`src/rtl/hub75_capture_if.sv`:
```
// Captured-line stream from hub75_capture to its consumer.
// The consumer acknowledges each line with tready.
interface hub75_capture_if #(
    parameter int unsigned NUM_COLS   = 64,
    parameter int unsigned NUM_PLANES = 3
);
    localparam int unsigned PW  = $clog2(NUM_COLS) + 1;
    localparam int unsigned PLW = (NUM_PLANES > 1) ? $clog2(NUM_PLANES) : 1;

    logic [NUM_COLS-1:0][2:0] col_data0;
    logic [NUM_COLS-1:0][2:0] col_data1;
    logic [PW-1:0]            pix_count;
    logic [PLW-1:0]           plane_index;
    logic                     tvalid;
    logic                     tready;

    modport master (
        output col_data0, col_data1, pix_count, plane_index, tvalid,
        input  tready
    );

    modport slave (
        input  col_data0, col_data1, pix_count, plane_index, tvalid,
        output tready
    );
endinterface

```
`src/rtl/hub75_capture.sv`:
```
// HUB75 panel-bus sniffer: captures each shifted row-pair line on latch,
// streams it out, and measures the OE on-time of each lit interval.
module hub75_capture #(
    parameter int unsigned NUM_COLS   = 64,
    parameter int unsigned NUM_PLANES = 3,
    parameter int unsigned TIMER_W    = 16
) (
    input  logic               clk_in,
    input  logic               rst_in,
    input  logic               led_clk,
    input  logic               led_latch,
    input  logic               led_output_enable,
    input  logic [2:0]         rgb0,
    input  logic [2:0]         rgb1,
    hub75_capture_if.master    m_axis,
    output logic [TIMER_W-1:0] on_time,
    output logic               on_time_valid,
    input  logic               clear_err,
    output logic               err_count,
    output logic               err_overflow
);
    localparam int unsigned PW  = $clog2(NUM_COLS) + 1;
    localparam int unsigned AW  = PW - 1;
    localparam int unsigned PLW = (NUM_PLANES > 1) ? $clog2(NUM_PLANES) : 1;
    localparam int unsigned IW  = $clog2(4 * NUM_COLS + 1);

    localparam logic [PW-1:0]  COLS_P     = PW'(NUM_COLS);
    localparam logic [PLW-1:0] PLANE_LAST = PLW'(NUM_PLANES - 1);
    localparam logic [IW-1:0]  IDLE_LIM   = IW'(4 * NUM_COLS);
    localparam logic [8:0]     BUS_IDLE   = 9'b0_0_1_000_000;

    typedef enum logic {OUT_EMPTY, OUT_FULL} out_state_t;

    out_state_t state_q, state_d;
    logic       accept;

    logic [8:0] sync1, sync2;
    logic [2:0] edge_d;
    logic       clk_s, latch_s, oe_s;
    logic       clk_rise, latch_rise, oe_fall, oe_rise;
    logic [2:0] rgb0_s, rgb1_s;

    logic [NUM_COLS-1:0][2:0] wbuf0, wbuf1;
    logic [NUM_COLS-1:0][2:0] col0_q, col1_q;
    logic [PW-1:0]            ptr, pix_q;
    logic                     too_many;
    logic [PLW-1:0]           plane_cnt, plane_q;
    logic [IW-1:0]            idle_cnt;
    logic [TIMER_W-1:0]       timer;
    logic                     cnt_bad;

    always_ff @(posedge clk_in or negedge rst_in) begin
        if (!rst_in) begin
            sync1  <= BUS_IDLE;
            sync2  <= BUS_IDLE;
            edge_d <= 3'b001;
        end else begin
            sync1  <= {led_clk, led_latch, led_output_enable, rgb1, rgb0};
            sync2  <= sync1;
            edge_d <= sync2[8:6];
        end
    end

    assign clk_s      = sync2[8];
    assign latch_s    = sync2[7];
    assign oe_s       = sync2[6];
    assign rgb1_s     = sync2[5:3];
    assign rgb0_s     = sync2[2:0];
    assign clk_rise   = clk_s & ~edge_d[2];
    assign latch_rise = latch_s & ~edge_d[1];
    assign oe_fall    = ~oe_s & edge_d[0];
    assign oe_rise    = oe_s & ~edge_d[0];
    assign cnt_bad    = too_many || (ptr != COLS_P);

    always_ff @(posedge clk_in or negedge rst_in) begin
        if (!rst_in) begin
            state_q <= OUT_EMPTY;
        end else begin
            state_q <= state_d;
        end
    end

    // A latch arriving in the handshake cycle refills the output immediately.
    always_comb begin
        state_d = state_q;
        accept  = 1'b0;
        case (state_q)
            OUT_EMPTY: begin
                if (latch_rise) begin
                    accept  = 1'b1;
                    state_d = OUT_FULL;
                end
            end
            OUT_FULL: begin
                if (m_axis.tready) begin
                    state_d = OUT_EMPTY;
                    if (latch_rise) begin
                        accept  = 1'b1;
                        state_d = OUT_FULL;
                    end
                end
            end
            default: state_d = OUT_EMPTY;
        endcase
    end

    always_ff @(posedge clk_in or negedge rst_in) begin
        if (!rst_in) begin
            ptr      <= '0;
            too_many <= 1'b0;
            wbuf0    <= '0;
            wbuf1    <= '0;
        end else if (latch_rise) begin
            ptr      <= '0;
            too_many <= 1'b0;
        end else if (clk_rise) begin
            if (ptr < COLS_P) begin
                wbuf0[ptr[AW-1:0]] <= rgb0_s;
                wbuf1[ptr[AW-1:0]] <= rgb1_s;
                ptr                <= ptr + 1'b1;
            end else begin
                too_many <= 1'b1;
            end
        end
    end

    always_ff @(posedge clk_in or negedge rst_in) begin
        if (!rst_in) begin
            col0_q  <= '0;
            col1_q  <= '0;
            pix_q   <= '0;
            plane_q <= '0;
        end else if (accept) begin
            col0_q  <= wbuf0;
            col1_q  <= wbuf1;
            pix_q   <= too_many ? COLS_P : ptr;
            plane_q <= plane_cnt;
        end
    end

    // Long OE-high silence without shifting marks a frame gap: restart at plane 0.
    always_ff @(posedge clk_in or negedge rst_in) begin
        if (!rst_in) begin
            plane_cnt <= '0;
            idle_cnt  <= '0;
        end else begin
            if (!oe_s || clk_rise) begin
                idle_cnt <= '0;
            end else if (idle_cnt != IDLE_LIM) begin
                idle_cnt <= idle_cnt + 1'b1;
            end
            if (latch_rise) begin
                plane_cnt <= (plane_cnt == PLANE_LAST) ? '0 : plane_cnt + 1'b1;
            end else if (oe_s && !clk_rise && idle_cnt == IDLE_LIM) begin
                plane_cnt <= '0;
            end
        end
    end

    // The falling-edge cycle is itself a lit cycle, so the count starts at 1.
    always_ff @(posedge clk_in or negedge rst_in) begin
        if (!rst_in) begin
            timer         <= '0;
            on_time       <= '0;
            on_time_valid <= 1'b0;
        end else begin
            if (oe_fall) begin
                timer <= TIMER_W'(1);
            end else if (!oe_s && timer != '1) begin
                timer <= timer + 1'b1;
            end
            if (oe_rise) begin
                on_time <= timer;
            end
            on_time_valid <= oe_rise;
        end
    end

    always_ff @(posedge clk_in or negedge rst_in) begin
        if (!rst_in) begin
            err_count    <= 1'b0;
            err_overflow <= 1'b0;
        end else begin
            if (accept && cnt_bad) begin
                err_count <= 1'b1;
            end else if (clear_err) begin
                err_count <= 1'b0;
            end
            if (latch_rise && !accept) begin
                err_overflow <= 1'b1;
            end else if (clear_err) begin
                err_overflow <= 1'b0;
            end
        end
    end

    assign m_axis.col_data0   = col0_q;
    assign m_axis.col_data1   = col1_q;
    assign m_axis.pix_count   = pix_q;
    assign m_axis.plane_index = plane_q;
    assign m_axis.tvalid      = (state_q == OUT_FULL);
endmodule
```
`src/flat_wrapper.sv`:
```
// flat-port wrapper written by rule: the top's interface ports become plain ports
module hub75_capture_flat 
#(
    parameter int unsigned NUM_COLS   = 64,
    parameter int unsigned NUM_PLANES = 3,
    parameter int unsigned TIMER_W    = 16
)
  (clk_in, rst_in, led_clk, led_latch, led_output_enable, rgb0, rgb1, on_time, on_time_valid, clear_err, err_count, err_overflow, m_axis_col_data0, m_axis_col_data1, m_axis_pix_count, m_axis_plane_index, m_axis_tvalid, m_axis_tready);
  hub75_capture_if #(.NUM_COLS(NUM_COLS), .NUM_PLANES(NUM_PLANES)) m_axis_i ();
  input  logic clk_in;
  input  logic rst_in;
  input  logic led_clk;
  input  logic led_latch;
  input  logic led_output_enable;
  input  logic [2:0] rgb0;
  input  logic [2:0] rgb1;
  output logic [TIMER_W-1:0] on_time;
  output logic on_time_valid;
  input  logic clear_err;
  output logic err_count;
  output logic err_overflow;
  output wire logic [$bits(m_axis_i.col_data0)-1:0] m_axis_col_data0;
  output wire logic [$bits(m_axis_i.col_data1)-1:0] m_axis_col_data1;
  output wire logic [$bits(m_axis_i.pix_count)-1:0] m_axis_pix_count;
  output wire logic [$bits(m_axis_i.plane_index)-1:0] m_axis_plane_index;
  output wire logic [$bits(m_axis_i.tvalid)-1:0] m_axis_tvalid;
  input wire logic [$bits(m_axis_i.tready)-1:0] m_axis_tready;
  assign m_axis_col_data0 = m_axis_i.col_data0;
  assign m_axis_col_data1 = m_axis_i.col_data1;
  assign m_axis_pix_count = m_axis_i.pix_count;
  assign m_axis_plane_index = m_axis_i.plane_index;
  assign m_axis_tvalid = m_axis_i.tvalid;
  assign m_axis_i.tready = m_axis_tready;
  hub75_capture #(.NUM_COLS(NUM_COLS), .NUM_PLANES(NUM_PLANES), .TIMER_W(TIMER_W)) u_core (.clk_in(clk_in), .rst_in(rst_in), .led_clk(led_clk), .led_latch(led_latch), .led_output_enable(led_output_enable), .rgb0(rgb0), .rgb1(rgb1), .m_axis(m_axis_i), .on_time(on_time), .on_time_valid(on_time_valid), .clear_err(clear_err), .err_count(err_count), .err_overflow(err_overflow));
endmodule
```
`config.mk`:
```
export PLATFORM = sky130hd
export DESIGN_NAME = hub75_capture_flat
export DESIGN_NICKNAME = d
export VERILOG_FILES = /design/src/rtl/hub75_capture_if.sv /design/src/rtl/hub75_capture.sv /design/src/flat_wrapper.sv
export SDC_FILE = /design/constraint.sdc
export NUM_CORES = 1
export LEC_CHECK = 0
export CORE_ASPECT_RATIO = 0.8
export CORE_MARGIN = 8
export CORE_UTILIZATION = 55
export DETAILED_ROUTE_END_ITERATION = 10
export PLACE_DENSITY = 0.89
export RECOVER_POWER = 25
export SYNTH_ARGS = -nofsm -noshare
export SYNTH_HDL_FRONTEND = slang
export SYNTH_SLANG_ARGS = --single-unit
```
`constraint.sdc`:
```
create_clock -name clk_in -period 3.2 [get_ports clk_in]
set_input_delay 0.64 -clock clk_in [delete_from_list [all_inputs] [get_ports clk_in]]
set_output_delay 0.64 -clock clk_in [all_outputs]
set_load 0.01 [all_outputs]
```
==> results.toml <==
[logic_synthesis]
ys_seq_elements = 853
synthTopCellsByArea = "dfrtp_1 65%, nand2_1 14%, mux2_2 13%, clkbuf_1 1.3%, mux2_4 0.83%"
synth_edf_count = 0
synthMostInstantiatedCell = "nand2_1"
synthCells = 2848
synthArstFlopShare_pct = 100
avgSynthCellArea_um2 = 11.5
synth_top_area_share_pct = 65.2
post-synth-top-area-cell = "dfrtp_1"
yosysUniqueCellTypes = 60
synth_commonest_cells = "1227 x nand2_1, 850 x dfrtp_1, 379 x mux2_2"
synth-seq-area-share_pct = 65.4
yosysWarnings = 0
dominantRegCellSynth = "dfrtp_1"
syn-num-nets = 2865
syn_area_um2 = 32600

[detailed_routing]
viasPerCell = 5.62
ant_nets = 0
drtPass1Iterations = 5
vias = 23298
drc = 0
drt-initial-drc-count = 2141
wl_mm = 93.3
wl_per_cell_um = 22.5

[cts]
hold_buffers = 1
cts_setup_buffers = 0
cts.clk_slew.worst_paths_ns = 0.07
cts_buffer_depth = 3
cts-buffers-inserted = 81
cts-htree-levels = 3
cts_tree = "yes"
cts_resized = 0
cts_sinks = 853
insertion_delay_ns = 0.63
root_buffer = "clkbuf_16"

[status]
violations = "capacitance limit, slew limit"
status = "finished with violations"

[timing]
rsz0062_at_grt = "no"
fmax_mhz = 381
period_share_pct = 82.0
finalCriticalPeriod_ns = 2.63
worst_pin_slew_ns = 1.54
relSlewSlack_pct = -2.45
setup_violations = 0
fin_skew_ns = 0.0218
hold_viol_final = 0
timing.final.max_slew_violations = 64
worst_slack_ns = 0.574
tns_ns = 0

[global_routing]
grtUsageTotal_pct = 27.4
grt_pass1_wl_mm = 143
antenna_found_initial = 3
overflow = 0
grt_max_degree = 108
first_global_vias = 24740

[floorplan]
row_count = 80
core_um2 = 59200
initial_core_util_pct = 55.2
die_x_um = 288
dieHeight_um = 234
ios = 426
dieArea_um2 = 67500

[setup_path]
cp.arrival_ns = 3.14
endpoint_kind = "flop"
crit_fanout = 11
crit_family = "simple AND/OR/NAND/NOR gates"
cpPeakStageDelay_ns = 0.73
cp_num_buf_inv = 0
worstSetupPathType = "flop to flop"
worst_path_max_delay_cell = "nor2_1"
required_ns = 3.71
critPathLaunchType = "flop"
crit_chain = "nand2b_1, nand4_1, nor2_1, mux2_2"

[finish]
syn2layout_area_growth_pct = 25.5
drive_above_1_share_pct = 19.0
antennaDiodeCount = 0
fin_nets = 3318

[power_and_ir_drop]
p_leak_nw = 21.3
power.density_nw_per_um2 = 561
vdd_drop_max_uv = 375

[hold_path]
hold_path_class = "flop to flop"

[place]
dp_hpwl_mm = 60.5
port-buffer-count = 425
pre_cts_ws_ns = 0.631
place.gp.congestion = 0.830

[run]
cap_violations = 1
-- cells in the final DEF, fill, tap and decap left out, drive strengths merged, types with 9 or more instances in the layout --
cell type	instances
inv	15
buf	74
clkdlybuf4s50	415
clkbuf	137
nand3b	9
dfrtp	850
nor2	59
clkinv	17
o21ai	13
nand2	1227
nand4	12
mux2	397
xor2	9
dlygate4sd3	10
nand3	10
-- registers in the layout, summed over array words and instances, names as in the netlist --
signal                     cells
u_core.m_axis.col_data0      192
u_core.timer                  16
u_core.too_many                1
u_core.m_axis.col_data1      192
u_core.ptr                     7
u_core.m_axis.plane_index      2
u_core.m_axis.tvalid           1
u_core.sync1                   9
u_core.plane_cnt               2
u_core.wbuf1                 192
u_core.m_axis.pix_count        7
u_core.on_time                16
u_core.sync2                   9
u_core.edge_d                  3
u_core.err_count               1
u_core.err_overflow            1
u_core.wbuf0                 192
u_core.on_time_valid           1
u_core.idle_cnt                9
-- report_power, final --
group	internal (mW)	total, mW	switching (mW)
logic	0.656	1.64	0.983
registers	11.2	11.5	0.342
clock network	5.67	9.84	4.18
total	17.5	23.0	5.50
-- logic make-up after synthesis --
family	count (synthesis)	synth area share, %
flip-flops	853	65.4
buffers and inverters	160	2.02
AO/OA/AOI/OAI	44	0.916
XOR/XNOR	12	0.322
multiplexers	399	14.0
AND/OR/NAND/NOR	1376	17.2
adder cells (fa/ha/maj)	4	0.153
-- metal layers --
layer	vias up	global-route usage [%]	wire length (um)	part of all wire (%)
li1	10083	-	-	-
met1	12025	35.9	38100	41
met2	959	44.8	45100	48
met3	227	5.77	6540	7.0
met4	4	10.9	3530	3.8
met5	-	0	25	0.027
-- area by class of cell --
cell class | instances | area (um2)
inverter | 10 | 37.5
timing repair buffer | 520 | 5200
fill | 3846 | 18200
multi-input combinational | 1835 | 10700
tap | 779 | 975
clock buffer | 116 | 2360
clock inverter | 32 | 387
sequential | 853 | 21400
-- worst register-to-register path, stage by stage, from the launching register on --
cell and delay (ns):
dfrtp_1 0.40, nand2b_1 0.45, nand4_1 0.52, nor2_1 0.73
mux2_2 0.42
-- worst paths after layout --
| path | startpoint | end | slack (ns) | cells after the start |
|---|---|---|---|---|
| max in group asynchronous | rst_in | u_core.wbuf0[141] | 0.69 | 4 |
| worst min-delay path | u_core.sync1[0] | u_core.sync2[0] | 0.35 | 0 |
| worst max register to register | u_core.sync2[7] | u_core.wbuf1[139] | 0.57 | 4 |
| worst min register to register | u_core.sync1[0] | u_core.sync2[0] | 0.35 | 0 |
| min in group asynchronous | rst_in | u_core.m_axis.col_data0[154] | 0.56 | 2 |
| worst max-delay path | u_core.sync2[7] | u_core.wbuf1[139] | 0.57 | 4 |
-- through the flow --
step / utilization (%) / std cells / hold slack (ns) / power (mW) / instance area, um2
final: 69.3 / 4145 / 0.347 / 23.0 / 41000
after global routing: 69.3 / 4145 / 0.359 / 23.7 / 41000
after CTS: 69.5 / 4145 / 0.349 / 23.1 / 41100
after detailed placement: 64.8 / 3996 / 0.335 / 13.4 / 38300
after global placement: 64.8 / 3996 / 0.331 / 13.3 / 38300
after floorplan: - / 2848 / 0.331 / 12.3 / 32600
(Power assumes the default switching activity.)
